`src/rtl/mem_port_arbiter.sv`:
```
// Round-robin arbiter between the fetch and load/store requesters for the single
// shared memory port: sequences a read handshake or a one-cycle write, then acks the winner.
module mem_port_arbiter #(
    parameter int unsigned TIMEOUT = 16
) (
    input  logic        clk,
    input  logic        rst,
    input  logic        IReq,
    input  logic [31:0] IAddr,
    output logic        IAck,
    output logic [31:0] IRData,
    output logic        IErr,
    input  logic        DReq,
    input  logic        DWe,
    input  logic [31:0] DAddr,
    input  logic [31:0] DWData,
    input  logic [3:0]  DStrb,
    output logic        DAck,
    output logic [31:0] DRData,
    output logic        DErr,
    output logic        RRdy,
    output logic [31:0] RAddr,
    output logic [31:0] RWData,
    output logic        RWEn,
    output logic [3:0]  RWStrobe,
    input  logic        RVld,
    input  logic [31:0] RData,
    output logic        Busy
);

    localparam int unsigned CW = 8;

    typedef enum logic [1:0] {IDLE, RD, WR, RESP} state_t;

    state_t        state;
    logic          owner;       // 1 = load/store side owns the port
    logic          last_owner;  // 1 = load/store side won the previous grant
    logic [CW-1:0] cnt;
    logic          grant_d;
    logic          rd_done;

    // On a tie the side that did not win last time is granted.
    assign grant_d = DReq && (!IReq || !last_owner);
    assign rd_done = RVld || (cnt == CW'(TIMEOUT - 1));

    always_ff @(posedge clk or posedge rst) begin
        if (rst) begin
            state      <= IDLE;
            owner      <= 1'b0;
            last_owner <= 1'b1;
            cnt        <= '0;
            IAck       <= 1'b0;
            IErr       <= 1'b0;
            IRData     <= '0;
            DAck       <= 1'b0;
            DErr       <= 1'b0;
            DRData     <= '0;
            RRdy       <= 1'b0;
            RAddr      <= '0;
            RWData     <= '0;
            RWEn       <= 1'b0;
            RWStrobe   <= '0;
            Busy       <= 1'b0;
        end else begin
            IAck <= 1'b0;
            DAck <= 1'b0;
            IErr <= 1'b0;
            DErr <= 1'b0;
            case (state)
                IDLE: begin
                    if (IReq || DReq) begin
                        owner <= grant_d;
                        cnt   <= '0;
                        Busy  <= 1'b1;
                        RAddr <= grant_d ? DAddr : IAddr;
                        if (grant_d && DWe) begin
                            state    <= WR;
                            RWEn     <= 1'b1;
                            RWData   <= DWData;
                            RWStrobe <= DStrb;
                        end else begin
                            state <= RD;
                            RRdy  <= 1'b1;
                        end
                    end
                end
                RD: begin
                    // RVld takes priority over a timeout in the same cycle.
                    if (rd_done) begin
                        state <= RESP;
                        RRdy  <= 1'b0;
                        RAddr <= '0;
                        if (owner) begin
                            DAck   <= 1'b1;
                            DErr   <= !RVld;
                            DRData <= RVld ? RData : 32'd0;
                        end else begin
                            IAck   <= 1'b1;
                            IErr   <= !RVld;
                            IRData <= RVld ? RData : 32'd0;
                        end
                    end else begin
                        cnt <= cnt + CW'(1);
                    end
                end
                WR: begin
                    state    <= RESP;
                    RWEn     <= 1'b0;
                    RWData   <= '0;
                    RWStrobe <= '0;
                    RAddr    <= '0;
                    DAck     <= owner;
                    IAck     <= !owner;
                end
                RESP: begin
                    state      <= IDLE;
                    Busy       <= 1'b0;
                    last_owner <= owner;
                end
                default: begin
                    state <= IDLE;
                    Busy  <= 1'b0;
                end
            endcase
        end
    end

endmodule

```
`config.mk`:
```
export PLATFORM = sky130hd
export DESIGN_NAME = mem_port_arbiter
export DESIGN_NICKNAME = d
export VERILOG_FILES = /design/src/rtl/mem_port_arbiter.sv
export SDC_FILE = /design/constraint.sdc
export NUM_CORES = 1
export LEC_CHECK = 0
export ABC_AREA = 1
export BUFFER_PORTS_ARGS = -buffer_cell sky130_fd_sc_hd__buf_2
export CAP_MARGIN = 20
export CELL_PAD_IN_SITES_DETAIL_PLACEMENT = 1
export CELL_PAD_IN_SITES_GLOBAL_PLACEMENT = 1
export CORE_UTILIZATION = 35
export DETAILED_ROUTE_END_ITERATION = 12
export PLACE_DENSITY = 0.84
export SLEW_MARGIN = 40
export SYNTH_ARGS = -nofsm -noshare
export SYNTH_HDL_FRONTEND = slang
export SYNTH_SLANG_ARGS = --single-unit
export TNS_END_PERCENT = 5
```
`constraint.sdc`:
```
create_clock -name clk -period 5.3 [get_ports clk]
set_input_delay 0.795 -clock clk [delete_from_list [all_inputs] [get_ports clk]]
set_output_delay 0.795 -clock clk [all_outputs]
set_load 0.005 [all_outputs]
```
==> impl_metrics.py, run 1 <==
metrics = {
    "layout": {
        "syn2layout_area_growth_pct": 29.6,
        "final_cells": 1306,
        "antennaDiodeCount": 0,
        "final_cell_area_sq_mm": 0.00884,
        "drive_gt1_frac": 0.337,
        "fin_nets": 1176,
    },
    "routing": {
        "drc": 0,
        "dr.pass1.iters": 4,
        "totalWireLength_microns": 20400,
        "vias_per_cell": 4.86,
        "via_count": 6348,
        "wl_per_cell_microns": 15.7,
        "first_iter_violations": 254,
        "ant_nets": 0,
    },
    "worst_setup_path": {
        "timing.rr.start": "last_owner",
        "crit_arrival_ns": 3.26,
        "worstSetupPathDepth": 9,
        "rr_worst_depth": 8,
        "worstPathCellList": "buf_2 > nand2_1 > nand2_1 > buf_4 > inv_2 > nand3_4 > nand2_2 > nand3_1 > nand2_1",
        "crit_path_max_fanout": 43,
        "crit_type": "in -> reg",
        "path_delay_family": "simple AND/OR/NAND/NOR gates",
        "cp.required_ns": 5.64,
        "cp_slowest_cell": "nand2_2",
        "r2r_end": "RWStrobe[1]",
        "slowest_delay_ns": 0.71,
        "startpoint_type": "input pin",
        "critPathCaptureType": "register",
        "worst-path-buf-inv": 3,
        "r2r_slack_ns": 2.50,
        "cp_common_cell": "nand2_1",
    },
    "timing": {
        "post-route-period-util": 0.551,
        "max_freq_mhz": 342,
        "setup_ws_ns": 2.38,
        "hold_viol_final": 0,
        "clock_skew_ns": 0.0131,
        "slew_violations": 0,
        "tightest_slew_ns": 0.775,
        "setup_viol": 0,
        "max_slew_margin": 0.483,
        "period_needed_ns": 2.92,
        "rsz0062_at_grt": "no",
        "setup_tns_ns": 0,
    },
    "logic_synthesis": {
        "synth-simple-area-share": 0.279,
        "yosysWarningCount": 0,
        "synth_top_family_by_area": "simple AND/OR/NAND/NOR gates",
        "synth_fa_ha_area_frac": 0.00918,
        "netlist_area_sq_mm": 0.00682,
        "ys_seq_elements": 151,
        "synth_edf_count": 0,
        "synthesis.instances": 782,
        "synth-async-reset-ratio": 1.00,
        "synthMuxAreaShare": 0,
        "syn-num-nets": 925,
        "synth.distinct_cells": 31,
        "yosysSeqAreaShare": 0.555,
        "postSynthAreaPerCell_sq_um": 8.72,
        "synth_compound_area_frac": 0.0962,
        "synth_xor_area_frac": 0.00257,
        "synth_ff_type": "dfrtp_1",
    },
    "clock_network": {
        "htree_levels": 4,
        "cts.path.max_buffers": 2,
        "cts.repair.resized": 0,
        "clk_latency_ns": 0.42,
        "post_cts_buffers": 0,
        "numCtsBuffers": 17,
        "clk_pin_slew_ns": 0.06,
        "cts_hold_buf": 0,
        "cts_tree": "built",
        "cts_num_sinks": 151,
        "cts_root_buf": "clkbuf_16",
    },
    "global_routing": {
        "grt_pass1_wl_microns": 33300,
        "grtUsageMet3": 0.0587,
        "grt-busiest-layer": "met2",
        "antenna_found_initial": 1,
        "grtUsageMet2": 0.352,
        "grt_max_degree": 65,
        "grt_pass1_vias": 6599,
        "grt_util_met1": 0.254,
        "overflow": 0,
        "track_usage": 0.210,
    },
    "die": {
        "rows": 50,
        "core_sq_mm": 0.0189,
        "io_pins": 277,
        "initial_core_util": 0.361,
        "die-area_sq_mm": 0.0200,
        "die_y_microns": 142,
        "die_x_microns": 142,
    },
    "flow_run": {
        "maxCapViolCount": 0,
    },
    "run_status": {
        "status": "complete, no violations",
    },
    "place": {
        "place_congestion": 0.800,
        "portBuffers": 276,
        "dp.cells": 1273,
        "dp_hpwl_microns": 14600,
        "placed_area_sq_mm": 0.00825,
        "pre_cts_slack_ns": 1.90,
    },
    "pwr": {
        "powerDensity_mw_per_mm2": 561,
        "total_power_mw": 4.96,
        "ir_drop_uv": 258,
        "leakagePower_nw": 4.90,
    },
    "hold_path": {
        "hold_class": "in -> async",
    },
}
## worst max-delay path by stage
stage	startpoint	to	slack, ns
final	IReq	RWStrobe[1]	2.38
after global routing	IReq	RWStrobe[1]	2.04
after CTS	IReq	RWData[27]	2.35
after detailed placement	IReq	RWData[27]	1.90
after global placement	IReq	RWData[12]	1.50
after floorplan	rst	Busy	0.44
## registers in the layout, indices dropped and copies added (netlist names)
name,flops
RWStrobe,4
DErr,1
DRData,32
IErr,1
state,2
DAck,1
owner,1
IAck,1
RRdy,1
RAddr,32
Busy,1
RWEn,1
cnt,8
RWData,32
IRData,32
last_owner,1
## area by class of cell
class,instances,area [sq um]
Clock buffer,18,429
Inverter,20,81.3
Sequential cell,151,3780
Timing Repair Buffer,282,1440
Tap cell,260,325
Fill cell,2356,10100
Multi-Input combinational cell,561,2640
Clock inverter,14,138
## power by group
part	switching, mW	total [mW]	internal (mW)	leakage, nW
clock	0.508	1.17	0.659	0.273
combinational	1.25	1.97	0.726	2.66
sequential	0.233	1.82	1.58	1.96
## layer usage
layer  wire (microns)  share of wire
met5               13        0.00064
met2             9870           0.48
met4              587          0.029
met1             8660           0.42
met3             1310          0.064
## cell usage after synthesis (3+ instances only)
library cell	count	area, sq um
buf_2	15	75.1
nand4_1	3	18.8
nand2_1	302	1130
nor2_1	13	48.8
ha_1	5	62.6
o21ai_0	4	20.0
a21oi_1	35	175
o21ai_2	24	210
buf_6	12	135
inv_1	18	67.6
buf_4	8	60.1
dfrtp_1	150	3750
o21ai_1	43	215
clkbuf_1	14	52.6
nand3_1	113	566
## layout by cell type, fill, tap and decap left out
| cell | netlist | routed |
|---|---|---|
| o21bai_4 | 1 | 1 |
| o21bai_1 | 1 | 1 |
| o2bb2ai_1 | 1 | 1 |
| inv_2 | 1 | 1 |
| nor2_2 | 1 | 1 |
| clkinvlp_4 | 0 | 2 |
| nand2_1 | 302 | 302 |
| nand3_4 | 2 | 3 |
| nand3b_1 | 2 | 2 |
| o21ai_0 | 4 | 4 |
| buf_4 | 8 | 5 |
| nor3_1 | 1 | 1 |
| dfrtp_1 | 150 | 150 |
| ha_1 | 5 | 4 |
| nand3_1 | 113 | 113 |
| buf_12 | 0 | 1 |
| nor3b_1 | 2 | 2 |
| xor2_1 | 2 | 2 |
| o21ai_1 | 43 | 43 |
| inv_6 | 0 | 9 |
| nand2_4 | 2 | 2 |
| clkinv_2 | 0 | 2 |
| a21oi_1 | 35 | 35 |
| nand2_2 | 2 | 2 |
| nand3_2 | 2 | 1 |
| clkbuf_16 | 0 | 17 |
| bufinv_16 | 0 | 1 |
| dfstp_2 | 1 | 1 |
| buf_2 | 15 | 276 |
| nand4_1 | 3 | 3 |
| inv_1 | 18 | 17 |
| clkinv_4 | 0 | 2 |
| nor2_1 | 13 | 13 |
| ha_2 | 0 | 1 |
| clkbuf_1 | 14 | 1 |
| o21ai_2 | 24 | 24 |
## metrics by stage
stage | hold slack [ns] | util
floorplan | 0.465 | -
detailed placement | 0.453 | 0.437
global placement | 0.450 | 0.436
CTS | 0.400 | 0.467
finish | 0.398 | 0.468
global route | 0.411 | 0.468
## logic make-up (layout without fill, tap and decap cells)
group / count (synthesis) / after routing
AOI/OAI and AO/OA: 109 / 109
DFF: 151 / 151
xor gates and xnor gates: 2 / 2
adders and majority gates: 5 / 5
and+or+nand+nor: 445 / 445
buffers and inverters: 70 / 334
Power figures use the tool's default switching activity.
==> run 2: changes to the inputs <==
Settings changed: CORE_UTILIZATION 35 to 31, PLACE_DENSITY 0.84 to 0.79.
Clock period 5.3 ns to 2.5 ns, I/O delays scaled along.
==> run 2 against run 1 <==
Cell count is 1.8% higher. Wire length rose by 3.9%. Count of clock-buffer cells in the layout is 1 lower. Clock power up 130%. Critical path type is now reg -> reg. Non-clock buffer count rose by 8. Largest cell class unchanged.
==> impl_metrics.py, run 2 (synthesis results as in run 1) <==
metrics = {
    "global_routing": {
        "grt_pass1_wl_microns": 34300,
        "antenna_found_initial": 1,
        "overflow": 0,
        "grt_max_degree": 84,
        "track_usage": 0.194,
        "grt_pass1_vias": 6728,
    },
    "layout": {
        "multi_input_area_sq_mm": 0.00263,
        "final_cell_mix": "nand2_1 (302), buf_2 (276), dfrtp_1 (150)",
        "fin_nets": 1184,
        "mostFrequentLayoutCell": "nand2_1",
        "fillCellCount": 2648,
        "drive_gt1_frac": 0.341,
        "seq_area_sq_mm": 0.00378,
        "final_cells": 1330,
        "syn2layout_area_growth_pct": 31.9,
    },
    "place": {
        "place_congestion": 0.806,
        "portBuffers": 276,
        "dp.cells": 1297,
        "dp_hpwl_microns": 15100,
    },
    "clock_network": {
        "cts.repair.resized": 0,
        "clk_pin_slew_ns": 0.07,
        "cts_root_buf": "clkbuf_16",
        "cts_hold_buf": 0,
        "cts_num_sinks": 151,
        "post_cts_buffers": 0,
        "clk_latency_ns": 0.43,
        "numCtsBuffers": 17,
        "cts.path.max_buffers": 2,
        "htree_levels": 4,
        "cts_tree": "built",
    },
    "die": {
        "initial_core_util": 0.320,
        "io_pins": 277,
        "die_y_microns": 150,
        "core_sq_mm": 0.0213,
        "die_x_microns": 150,
        "rows": 53,
        "die-area_sq_mm": 0.0226,
    },
    "worst_setup_path": {
        "crit_type": "reg -> reg",
        "startpoint_type": "register",
        "critPathCaptureType": "register",
        "cp_slowest_cell": "nand3_4",
        "worstPathCellList": "ha_1 > nand3_2 > o21bai_4 > nand3_4 > o21ai_1",
        "r2r_slack_ns": 0.38,
        "crit_path_max_fanout": 64,
        "crit_arrival_ns": 2.44,
        "path_delay_family": "simple AND/OR/NAND/NOR gates",
        "worst-path-buf-inv": 0,
        "slowest_delay_ns": 0.59,
        "cp.required_ns": 2.82,
    },
    "routing": {
        "first_iter_violations": 212,
        "vias_per_cell": 4.79,
        "totalWireLength_microns": 21200,
        "dr.pass1.iters": 6,
        "via_count": 6375,
        "wl_per_cell_microns": 16.0,
        "ant_nets": 0,
        "drc": 0,
    },
    "timing": {
        "clock_skew_ns": 0.0134,
        "rsz0062_at_grt": "no",
        "post-route-period-util": 0.849,
        "tightest_slew_ns": 0.758,
        "slew_violations": 0,
        "max_freq_mhz": 471,
        "period_needed_ns": 2.12,
        "max_slew_margin": 0.495,
        "setup_tns_ns": 0,
        "setup_viol": 0,
        "hold_viol_final": 0,
    },
    "run_status": {
        "status": "complete, no violations",
    },
    "hold_path": {
        "hold_class": "in -> async",
    },
    "pwr": {
        "leakagePower_nw": 4.97,
        "ir_drop_uv": 599,
        "powerDensity_mw_per_mm2": 1210,
    },
    "flow_run": {
        "maxCapViolCount": 0,
    },
}
## run 2: cell count changes in the layout (fill, tap and decap cells not counted), moves of 2 or more
cell	change
buf_4	+6
inv_6	-5
inv_8	+4
clkinv_8	+3
buf_12	+2
clkinv_2	-2
clkinv_4	-2
## run 2: report_power, final
part / internal, mW / switching [mW] / total [mW]
Clock: 1.54 / 1.20 / 2.73
Sequential: 3.36 / 0.488 / 3.84
Combinational: 1.58 / 2.69 / 4.27
Total: 6.47 / 4.37 / 10.8
## run 2: metal layers
metal,track usage,wire (microns),vias to the layer above
met4,0.0621,405,2
met5,0,13,-
met3,0.0642,1510,27
met2,0.322,10100,206
li1,-,-,3067
met1,0.236,9210,3073
## run 2: layout make-up
type                            count  share of cell area
Clock inverter                     15              0.0227
Clock buffer                       17              0.0473
Multi-Input combinational cell    561               0.293
Inverter                           20             0.00877
Timing Repair Buffer              290               0.169
Tap cell                          275              0.0383
Antenna cell                        1            0.000278
Sequential cell                   151               0.420
## run 2: tightest hold or removal path, delay by kind of cell
kind / cells / cell delay, ns
buffers and inverters: 3 / 0.52
## run 2: worst paths after layout
check,start,end,cells past startpoint
worst max-delay path,cnt[0],IRData[1],5
worst min-delay path,rst,IRData[0],3
worst max register to register,cnt[0],IRData[1],5
worst min register to register,RAddr[25],RAddr[25],2
max in group asynchronous,rst,last_owner,3
min in group clk,DWData[11],RWData[11],3
## run 2: stage by stage
stage          power [mW]  instance area (sq um)   util  hold slack [ns]  setup slack, ns
2_1_floorplan        6.56                   6820      -            0.465            0.223
3_3_place_gp         8.04                   8360  0.393            0.449            0.438
3_5_place_dp         8.24                   8360  0.393            0.455            0.340
4_1_cts              11.0                   8990  0.422           0.0914            0.344
5_1_grt              11.8                   8990  0.422           0.0882            0.174
6_report             10.8                   8990  0.422           0.0792            0.377
==> run 3: changes to the inputs <==
Settings changed: ABC_AREA 1 to 0, CORE_UTILIZATION 31 to 36, PLACE_DENSITY 0.79 to 0.83.
Clock period 2.5 ns to 2.05 ns, I/O delays scaled along.
==> run 3 against run 2 <==
Hold slack improved by 0.018 ns. Total power grew 31%. Fmax up 9.0%. Synthesized cell count shrank 35%. First-iteration DRC count increased by 11%. Sequential cell count unchanged. Critical path type unchanged. Largest power group unchanged.
==> impl_metrics.py, run 3 <==
metrics = {
    "die": {
        "core_sq_mm": 0.0172,
        "rows": 48,
        "initial_core_util": 0.368,
        "die-area_sq_mm": 0.0182,
        "die_x_microns": 135,
        "die_y_microns": 135,
        "io_pins": 277,
    },
    "global_routing": {
        "grt_pass1_wl_microns": 30300,
        "grt_max_degree": 38,
        "overflow": 0,
        "grt-busiest-layer": "met2",
        "grt_pass1_vias": 5632,
        "grt_util_met1": 0.264,
        "track_usage": 0.215,
        "grtUsageMet3": 0.0443,
        "grtUsageMet2": 0.362,
        "antenna_found_initial": 1,
    },
    "worst_setup_path": {
        "crit_type": "reg -> reg",
        "crit_arrival_ns": 2.24,
        "startpoint_type": "register",
        "cp.required_ns": 2.35,
        "rr_worst_depth": 7,
        "timing.rr.start": "state[1]",
        "critPathCaptureType": "register",
        "crit_path_max_fanout": 16,
        "crit_start": "state[1]",
    },
    "logic_synthesis": {
        "synth_top_family_by_area": "compound AO/OA/AOI/OAI gates",
        "yosysWarningCount": 0,
        "syn-num-nets": 649,
        "postSynthAreaPerCell_sq_um": 12.5,
        "synth_compound_area_frac": 0.198,
        "synth_edf_count": 0,
        "synthesis.instances": 506,
        "synth_common_cells": "dfrtp_1 (150), a22o_1 (102), nand2_1 (72)",
        "synth-async-reset-ratio": 1.00,
        "synth_xor_area_frac": 0,
        "synth.most_common_cell": "dfrtp_1",
        "yosysSeqAreaShare": 0.595,
        "synth_fa_ha_area_frac": 0.00985,
        "synthMuxAreaShare": 0.0816,
        "ys_seq_elements": 151,
        "synth_area_leaders": "dfrtp_1 (59%), a22o_1 (14%), mux2_4 (7.1%)",
        "yosys.area.top_type_share": 0.591,
        "synth-simple-area-share": 0.0780,
        "yosys.area.top_type": "dfrtp_1",
        "netlist_area_sq_mm": 0.00635,
        "synth.distinct_cells": 43,
        "synth_ff_type": "dfrtp_1",
    },
    "timing": {
        "tightest_slew_ns": 0.621,
        "max_freq_mhz": 513,
        "setup_ws_ns": 0.102,
        "max_slew_margin": 0.586,
        "period_needed_ns": 1.95,
        "post-route-period-util": 0.950,
        "slew_violations": 0,
        "rsz0062_at_grt": "yes",
        "setup_tns_ns": 0,
        "hold_viol_final": 0,
        "setup_viol": 0,
        "clock_skew_ns": 0.0100,
    },
    "pwr": {
        "comb_power_share": 0.430,
        "p_clk_frac": 0.216,
        "ir_drop_uv": 838,
        "switching_share": 0.348,
        "powerDensity_mw_per_mm2": 1610,
        "p_sw_mw": 4.93,
        "leakagePower_nw": 4.77,
        "internal_power_mw": 9.23,
        "p_seq_frac": 0.354,
    },
    "clock_network": {
        "htree_levels": 4,
        "clk_latency_ns": 0.42,
        "numCtsBuffers": 17,
        "cts.path.max_buffers": 2,
        "cts_root_buf": "clkbuf_16",
        "clk_pin_slew_ns": 0.07,
        "cts_num_sinks": 151,
        "cts_tree": "built",
    },
    "routing": {
        "vias_per_cell": 5.15,
        "dr.pass1.iters": 6,
        "totalWireLength_microns": 19300,
        "wl_per_cell_microns": 18.7,
        "via_count": 5322,
        "drc": 0,
        "first_iter_violations": 236,
        "ant_nets": 0,
    },
    "layout": {
        "final_cell_mix": "buf_2 (276), dfrtp_1 (150), a22o_1 (102)",
        "fillCellCount": 1925,
        "syn2layout_area_growth_pct": 38.4,
        "drive_gt1_frac": 0.485,
        "fin_nets": 937,
        "mostFrequentLayoutCell": "buf_2",
    },
    "hold_path": {
        "worstHoldPathCells": 2,
        "hold_class": "in -> reg",
        "hp-start": "DWData[8]",
    },
    "place": {
        "place_congestion": 0.768,
        "dp_hpwl_microns": 13300,
        "portBuffers": 276,
        "pre_cts_slack_ns": 0.00908,
    },
    "flow_run": {
        "maxCapViolCount": 0,
    },
    "run_status": {
        "status": "complete, no violations",
    },
}
## run 3: worst paths after layout
check / slack, ns / end
worst min-delay path: 0.1 / RWData[8]
min in group asynchronous: 0.47 / DRData[3]
max in group asynchronous: 0.98 / IRData[28]
worst max-delay path: 0.10 / RAddr[30]
worst max register to register: 0.10 / RAddr[30]
worst min register to register: 0.49 / RWEn
## run 3: cells by family (layout without fill, tap and decap cells)
family / count (synthesis) / in the layout
other: 0 / 1
flip-flops: 151 / 151
AND/OR/NAND/NOR: 107 / 107
buffers and inverters: 44 / 345
AO/OA/AOI/OAI: 163 / 163
adder cells (fa/ha/maj): 5 / 5
multiplexers: 36 / 36
## run 3: per-stage QoR
stage               instance area [sq um]  total power, mW  hold WS (ns)  std cells  utilization
floorplan                            6350             8.71         0.377        506            -
global placement                     8130             10.6         0.376        997        0.472
detailed placement                   8160             11.0         0.376        998        0.473
CTS                                  8750             14.1        0.0851       1031        0.507
global route                         8790             15.0        0.0892       1033        0.510
finish                               8790             14.2        0.0977       1033        0.510
## run 3: power by group through the flow
stage	clock, mW	sequential (mW)	combinational [mW]
floorplan	0	5.02	3.69
global placement	0	4.97	5.68
detailed placement	0	4.99	5.99
CTS	3.12	5.00	6.03
global route	3.23	5.15	6.63
finish	3.06	5.01	6.09
## run 3: timing repair
action	CTS	global route
endpoints found under the hold margin	14	0
setup buffers	0	0
resized for setup	1	3
endpoints found under the setup margin	2	45
hold buffers	1	0
cloned	0	1
## run 3: layout make-up
| class | count | area, sq um | share of cell area |
|---|---|---|---|
| flip-flops and latches | 151 | 3780 | 0.430 |
| multi-input cells | 311 | 2380 | 0.271 |
| repair buffers | 307 | 1740 | 0.198 |
| clock buffers | 19 | 433 | 0.0493 |
| well taps | 225 | 282 | 0.0320 |
| clock inverters | 13 | 143 | 0.0162 |
| inverters | 6 | 26.3 | 0.00299 |
| diodes | 1 | 2.50 | 0.000285 |
## run 3: critical path, cell delays in order, from the launching register on
cell	delay, ns
dfrtp_1	0.39
inv_1	0.08
ha_1	0.16
or2b_2	0.34
a21oi_2	0.14
or3_4	0.18
buf_12	0.18
mux2_2	0.35
## run 3: routing by layer
layer	wire length, microns	vias to the layer above
met5	0	-
met4	664	0
met3	928	50
met2	9830	195
met1	7860	2653
li1	-	2424
